$ cat config.mk
export PLATFORM = sky130hd
export DESIGN_NAME = pll_lock_reset_seq_flat
export DESIGN_NICKNAME = d
export VERILOG_FILES = /design/src/rtl/pll_rst_pkg.sv /design/src/rtl/pll_lock_reset_seq_if.sv /design/src/rtl/sync_ff_chain.sv /design/src/rtl/pll_lock_reset_seq.sv /design/src/flat_wrapper.sv
export SDC_FILE = /design/constraint.sdc
export NUM_CORES = 1
export LEC_CHECK = 0
export CORE_MARGIN = 8
export CORE_UTILIZATION = 55
export DETAILED_ROUTE_END_ITERATION = 6
export GPL_TIMING_DRIVEN = 1
export PLACE_DENSITY = 0.77
export SLEW_MARGIN = 5
export SYNTH_ARGS = -nofsm -noshare
export SYNTH_HDL_FRONTEND = slang
export SYNTH_HIERARCHICAL = 1
export SYNTH_SLANG_ARGS = --single-unit
$ cat constraint.sdc
create_clock -name CLK -period 3.15 [get_ports CLK]
set_input_delay 0.63 -clock CLK [delete_from_list [all_inputs] [get_ports CLK]]
set_output_delay 0.63 -clock CLK [all_outputs]
set_load 0.05 [all_outputs]
$ cat src/rtl/pll_rst_pkg.sv
// pll_rst_pkg: state encoding, default parameters and width helper for pll_lock_reset_seq
package pll_rst_pkg;
    typedef enum logic [1:0] {WAIT_LOCK, DEBOUNCE, STAGE, RUN} state_t;
    localparam int SYNC_STAGES_DEF = 2;
    localparam int LOCK_FILTER_DEF = 1024;
    localparam int STAGE_GAP_DEF   = 16;
    localparam int NUM_STAGES_DEF  = 3;
    localparam int LOSS_CNT_W_DEF  = 8;
    function automatic int clog2_min1(input int v);
        return (v < 2) ? 1 : $clog2(v);
    endfunction
endpackage

$ cat src/rtl/pll_lock_reset_seq_if.sv
// pll_lock_reset_seq_if: lock/reset request inputs and staged reset outputs of the sequencer
//   PLL_LOCK, EXT_RST_N        async requests into the sequencer
//   RST_N_STG, FABRIC_RESET_N  staged and global active-low resets out
//   LOCK_STABLE, LOSS_CNT      debounced lock flag and saturating lock-loss count out
interface pll_lock_reset_seq_if #(
    parameter int NUM_STAGES = 3,
    parameter int LOSS_CNT_W = 8
);
    logic                  PLL_LOCK;
    logic                  EXT_RST_N;
    logic [NUM_STAGES-1:0] RST_N_STG;
    logic                  FABRIC_RESET_N;
    logic                  LOCK_STABLE;
    logic [LOSS_CNT_W-1:0] LOSS_CNT;
    modport master (
        output PLL_LOCK, EXT_RST_N,
        input  RST_N_STG, FABRIC_RESET_N, LOCK_STABLE, LOSS_CNT
    );
    modport slave (
        input  PLL_LOCK, EXT_RST_N,
        output RST_N_STG, FABRIC_RESET_N, LOCK_STABLE, LOSS_CNT
    );
endinterface

$ cat src/rtl/sync_ff_chain.sv
// sync_ff_chain: STAGES-deep single-bit synchronizer
//   CLK, RESETN  clock and synchronous active-low reset (flops clear to 0)
//   d_i          async input
//   q_o          synchronized output
module sync_ff_chain #(
    parameter int STAGES = 2
) (
    input  logic CLK,
    input  logic RESETN,
    input  logic d_i,
    output logic q_o
);
    logic [STAGES-1:0] s_q;
    always_ff @(posedge CLK) begin
        if (!RESETN) s_q <= '0;
        else         s_q <= {s_q[STAGES-2:0], d_i};
    end
    assign q_o = s_q[STAGES-1];
endmodule

$ cat src/rtl/pll_lock_reset_seq.sv
// pll_lock_reset_seq: debounces PLL lock and releases reset domains in order
//   CLK     fabric clock (PLL OUT0)
//   RESETN  synchronous active-low block reset
//   bus     slave side: PLL_LOCK/EXT_RST_N in; RST_N_STG, FABRIC_RESET_N, LOCK_STABLE, LOSS_CNT out
module pll_lock_reset_seq
    import pll_rst_pkg::*;
#(
    parameter int SYNC_STAGES = SYNC_STAGES_DEF,
    parameter int LOCK_FILTER = LOCK_FILTER_DEF,
    parameter int STAGE_GAP   = STAGE_GAP_DEF,
    parameter int NUM_STAGES  = NUM_STAGES_DEF,
    parameter int LOSS_CNT_W  = LOSS_CNT_W_DEF
) (
    input logic               CLK,
    input logic               RESETN,
    pll_lock_reset_seq_if.slave bus
);
    localparam int DW = $clog2(LOCK_FILTER);
    localparam int GW = clog2_min1(STAGE_GAP);
    localparam int KW = $clog2(NUM_STAGES + 1);

    if (SYNC_STAGES < 2 || LOCK_FILTER < 2 || STAGE_GAP < 1 || NUM_STAGES < 1 || NUM_STAGES > 8 || LOSS_CNT_W < 1) begin : g_bad_param
        $error("pll_lock_reset_seq: parameter out of range");
    end

    logic lk_s, ex_s, ok;
    sync_ff_chain #(.STAGES(SYNC_STAGES)) u_sync_lk (.CLK(CLK), .RESETN(RESETN), .d_i(bus.PLL_LOCK), .q_o(lk_s));
    sync_ff_chain #(.STAGES(SYNC_STAGES)) u_sync_ex (.CLK(CLK), .RESETN(RESETN), .d_i(bus.EXT_RST_N), .q_o(ex_s));
    assign ok = lk_s & ex_s;

    state_t                state_q, state_d;
    logic [DW-1:0]         dcnt_q, dcnt_d;
    logic [GW-1:0]         gcnt_q, gcnt_d;
    logic [KW-1:0]         k_q, k_d;
    logic [NUM_STAGES-1:0] stg_q, stg_d;
    logic                  fab_q, fab_d;
    logic                  stab_q, stab_d;
    logic [LOSS_CNT_W-1:0] loss_q, loss_d;

    always_ff @(posedge CLK) begin
        if (!RESETN) begin
            state_q <= WAIT_LOCK;
            dcnt_q  <= '0;
            gcnt_q  <= '0;
            k_q     <= '0;
            stg_q   <= '0;
            fab_q   <= 1'b0;
            stab_q  <= 1'b0;
            loss_q  <= '0;
        end else begin
            state_q <= state_d;
            dcnt_q  <= dcnt_d;
            gcnt_q  <= gcnt_d;
            k_q     <= k_d;
            stg_q   <= stg_d;
            fab_q   <= fab_d;
            stab_q  <= stab_d;
            loss_q  <= loss_d;
        end
    end

    always_comb begin
        state_d = state_q;
        dcnt_d  = dcnt_q;
        gcnt_d  = gcnt_q;
        k_d     = k_q;
        stg_d   = stg_q;
        fab_d   = fab_q;
        stab_d  = stab_q;
        loss_d  = loss_q;
        // Abort once sequencing has begun; only a real lock loss is counted, once per event.
        if ((state_q == STAGE || state_q == RUN) && !ok) begin
            state_d = WAIT_LOCK;
            gcnt_d  = '0;
            k_d     = '0;
            stg_d   = '0;
            fab_d   = 1'b0;
            stab_d  = 1'b0;
            loss_d  = (!lk_s && loss_q != '1) ? loss_q + LOSS_CNT_W'(1) : loss_q;
        end else begin
            case (state_q)
                WAIT_LOCK: begin
                    state_d = ok ? DEBOUNCE : WAIT_LOCK;
                    dcnt_d  = '0;
                end
                DEBOUNCE: begin
                    if (!ok) begin
                        state_d = WAIT_LOCK;
                        dcnt_d  = '0;
                    end else if (dcnt_q == DW'(LOCK_FILTER - 1)) begin
                        state_d = STAGE;
                        stab_d  = 1'b1;
                        gcnt_d  = '0;
                        k_d     = '0;
                    end else begin
                        dcnt_d = dcnt_q + DW'(1);
                    end
                end
                STAGE: begin
                    if (gcnt_q == GW'(STAGE_GAP - 1)) begin
                        stg_d  = stg_q | (NUM_STAGES'(1) << k_q);
                        gcnt_d = '0;
                        k_d    = k_q + KW'(1);
                        if (k_q == KW'(NUM_STAGES - 1)) begin
                            state_d = RUN;
                            fab_d   = 1'b1;
                        end
                    end else begin
                        gcnt_d = gcnt_q + GW'(1);
                    end
                end
                default: state_d = state_q;
            endcase
        end
    end

    assign bus.RST_N_STG      = stg_q;
    assign bus.FABRIC_RESET_N = fab_q;
    assign bus.LOCK_STABLE    = stab_q;
    assign bus.LOSS_CNT       = loss_q;
endmodule

$ cat src/flat_wrapper.sv
// flat-port wrapper written by rule: the top's interface ports become plain ports
module pll_lock_reset_seq_flat import pll_rst_pkg::*;
#(
    parameter int SYNC_STAGES = SYNC_STAGES_DEF,
    parameter int LOCK_FILTER = LOCK_FILTER_DEF,
    parameter int STAGE_GAP   = STAGE_GAP_DEF,
    parameter int NUM_STAGES  = NUM_STAGES_DEF,
    parameter int LOSS_CNT_W  = LOSS_CNT_W_DEF
)
  (CLK, RESETN, bus_PLL_LOCK, bus_EXT_RST_N, bus_RST_N_STG, bus_FABRIC_RESET_N, bus_LOCK_STABLE, bus_LOSS_CNT);
  pll_lock_reset_seq_if #(.NUM_STAGES(NUM_STAGES), .LOSS_CNT_W(LOSS_CNT_W)) bus_i ();
  input logic CLK;
  input logic RESETN;
  input wire logic [$bits(bus_i.PLL_LOCK)-1:0] bus_PLL_LOCK;
  input wire logic [$bits(bus_i.EXT_RST_N)-1:0] bus_EXT_RST_N;
  output wire logic [$bits(bus_i.RST_N_STG)-1:0] bus_RST_N_STG;
  output wire logic [$bits(bus_i.FABRIC_RESET_N)-1:0] bus_FABRIC_RESET_N;
  output wire logic [$bits(bus_i.LOCK_STABLE)-1:0] bus_LOCK_STABLE;
  output wire logic [$bits(bus_i.LOSS_CNT)-1:0] bus_LOSS_CNT;
  assign bus_i.PLL_LOCK = bus_PLL_LOCK;
  assign bus_i.EXT_RST_N = bus_EXT_RST_N;
  assign bus_RST_N_STG = bus_i.RST_N_STG;
  assign bus_FABRIC_RESET_N = bus_i.FABRIC_RESET_N;
  assign bus_LOCK_STABLE = bus_i.LOCK_STABLE;
  assign bus_LOSS_CNT = bus_i.LOSS_CNT;
  pll_lock_reset_seq #(.SYNC_STAGES(SYNC_STAGES), .LOCK_FILTER(LOCK_FILTER), .STAGE_GAP(STAGE_GAP), .NUM_STAGES(NUM_STAGES), .LOSS_CNT_W(LOSS_CNT_W)) u_core (.CLK(CLK), .RESETN(RESETN), .bus(bus_i));
endmodule
==> metrics.md <==
| Metric | Value |
|---|---|
| Outcome | finished, final reports clean |
| Routed wire length | 3890 um |
| Total track usage | 15.5% |
| MaxCap Viol Count | 0 |
| Worst EP required | 3410 ps |
| CP endpoint kind | flip-flop |
| CTS Hold Bufs | 0 |
| Syn Nets | 213 |
| Crit path arrival time | 2660 ps |
| Post-DP HPWL | 2860 um |
| Final Hold Violating Endpoints | 0 |
| Fin crit period | 2410 ps |
| TNS Setup | 0 ps |
| Clock root buffer | clkbuf_4 |
| Die Area | 5270 um2 |
| Grt total ovfl | 0 |
| Largest net degree at the start of global routing | 15 |
| Htree depth | 2 |
| Register clock-pin slew on the reported worst setup and hold paths | 100 ps |
| Worst Path Class, Setup | flip-flop to flip-flop |
| Post-CTS Setup Bufs | 0 |
| DR DRC count | 0 |
| Post-Place Cells | 253 |
| PostCTS Resize Cnt | 0 |
| Slew Limit Headroom | 38.0% |
| Placer congestion estimate | 0.816 |
| First-pass GRT wire length | 6600 um |
| Design Area, Final | 2030 um2 |
| Number of DRC markers in iteration 0 | 193 |
| Total core area | 3050 um2 |
| Setup Viol. Count Final | 0 |
| Critical Path Start | u_core/state_q[0] |
| Maximum VDD drop | 235 uV |
| Final nets | 230 |
| Crit path max fanout | 11 |
| IO Count | 17 |
| # rows | 20 |
| Predominant post-synthesis flop cell | dfxtp_1 |
| Longest Clk Path Bufs | 2 |
| TritonCTS Sinks | 35 |
| Fillers | 266 |
| Drt pass-1 iters | 4 |
| P_leak | 0.674 nW |
| Vias | 1,618 |
| Layout Utilization | 66.4% |
| Worst r2r src | u_core/state_q[0] |
| Worst-Skew Late Latency | 330 ps |
| PD cells | 362 nW/um2 |
| IO buf count | 16 |
| Non-filler cells, final | 261 |
| Mean Syn Cell Area | 8.86 um2 |
| Die height | 72.6 um |
| Seq/Total Area, Yosys | 39.7% |
| Setup slack at placement | 767 ps |
| Antenna violations before repair | 0 |
| Synth Cell Area | 1760 um2 |
| Skew final | 5.91 ps |
| Fin crit share | 76.4% |
| RSZ-0062 raised after global routing | no |
| Fin. max-slew vios | 0 |
| Routed vias/inst | 6.20 |
| Synth-to-Final Area Change | 15.0% |
| Number of flops mapped to enable cells by yosys | 0 |
| Initial Util | 57.7% |
| CTS Buf Count | 5 |
| Ant. Diodes | 0 |
| Post-synthesis async set-or-reset flop share | 0% |
| CP Launch Type | flip-flop |
| Synth Instances | 199 |
| Placed inst area | 1960 um2 |
| Setup slack after layout | 743 ps |
| Worst slew pin tran | 922 ps |
| Hold Startpoint | u_core/u_sync_lk/s_q[0] |
| Synthesis-stage register bit count | 35 |
| Die Width | 72.6 um |
| Max Clk Rate | 415 MHz |
| Warnings, synthesis | 6 |
| Drt wl/cell | 14.9 um |
| Vias in the first global route | 1,525 |
| Layout cells sized above 1 | 5.99% |
| Detail Route Antenna Nets | 0 |
| Hold Path Class | flip-flop to flip-flop |
| CTS tree | built |
| Yosys cell types | 46 |
-- layout make-up --
cell class / count / area [um2] / area share (%)
Clock buffer: 8 / 68.8 / 3.40
Multi-Input combinational cell: 149 / 1000 / 49.6
Tap cell: 44 / 55.1 / 2.72
Sequential cell: 35 / 701 / 34.6
Inverter: 8 / 30.0 / 1.48
Timing Repair Buffer: 17 / 168 / 8.27
-- critical path: stages, from the launching register on --
cell and delay, ps:
dfxtp_1 420, inv_1 90, ha_1 330, o2bb2ai_1 420, nand2_1 330, or4_1 590
a21oi_1 170
-- logic make-up after synthesis --
group | synth area share (%)
buf+inv | 3.26
xor+xnor | 2.48
simple gates | 25.0
compound gates | 21.3
fa+ha+maj | 7.10
flops | 39.7
mux | 1.14
-- sequential cells by signal, indices dropped and copies added, names as in the netlist --
register	flops
u_core/gcnt_q	4
u_core/bus.LOSS_CNT	8
u_core/u_sync_lk/s_q	2
u_core/bus.LOCK_STABLE	1
u_core/u_sync_ex/s_q	2
u_core/bus.FABRIC_RESET_N	1
u_core/state_q	2
u_core/dcnt_q	10
u_core/bus.RST_N_STG	3
u_core/k_q	2
-- where the power goes --
group | switching [mW] | internal (mW) | leakage [nW]
combinational | 0.0103 | 0.00624 | 0.353
clock | 0.139 | 0.131 | 0.0386
sequential | 0.00220 | 0.445 | 0.283
total | 0.152 | 0.582 | 0.674
-- through the flow --
| step | hold slack, ps | power [mW] |
|---|---|---|
| 3_3_place_gp | 413 | 0.473 |
| 6_report | 452 | 0.734 |
| 4_1_cts | 454 | 0.745 |
| 2_1_floorplan | 412 | 0.465 |
| 5_1_grt | 458 | 0.764 |
| 3_5_place_dp | 420 | 0.474 |
-- cells in the final DEF, fill, tap and decap left out, types with 3 or more instances in the layout --
| cell | netlist | final |
|---|---|---|
| a21oi_1 | 17 | 17 |
| and2_1 | 5 | 5 |
| and4_1 | 4 | 4 |
| clkbuf_4 | 0 | 5 |
| clkdlybuf4s50_1 | 0 | 16 |
| dfxtp_1 | 35 | 35 |
| ha_1 | 10 | 10 |
| inv_1 | 7 | 7 |
| nand2_1 | 15 | 15 |
| nand3_1 | 15 | 15 |
| nand4_1 | 3 | 3 |
| nor2_1 | 14 | 14 |
| o211ai_1 | 3 | 3 |
| o21ai_0 | 4 | 4 |
| o31ai_1 | 7 | 7 |
| o32ai_1 | 3 | 3 |
| o41ai_1 | 3 | 3 |
| or4_1 | 6 | 6 |
| xnor2_1 | 5 | 5 |
-- synthesized netlist by cell type (3+ instances only) --
cell	n	area, um2
o32ai_1	3	26.3
clkbuf_1	5	18.8
dfxtp_1	35	701
nand3_1	15	75.1
o211ai_1	3	22.5
and2_1	5	31.3
nand2_1	15	56.3
o21ai_0	4	20.0
ha_1	10	125
or4_1	6	45.0
and4_1	4	35.0
a21oi_1	17	85.1
xnor2_1	5	43.8
o41ai_1	3	26.3
o31ai_1	7	52.6
nand4_1	3	18.8
inv_1	7	26.3
nor2_1	14	52.6
-- routing by layer --
layer	vias to the layer above	global-route usage, %	part of all wire, %
met3	2	4.53	5.3
li1	789	-	-
met4	0	5.33	0.46
met1	779	17.2	43
met5	-	0	0
met2	48	27.3	51
-- path summary, 6_finish.rpt --
path / slack (ps) / end / cells past startpoint
min: 450 / u_core/u_sync_lk/s_q[1] / 1
max reg2reg: 740 / u_core/dcnt_q[8] / 6
min reg2reg: 450 / u_core/u_sync_lk/s_q[1] / 1
max: 740 / u_core/dcnt_q[8] / 6
(Power assumes the default switching activity.)
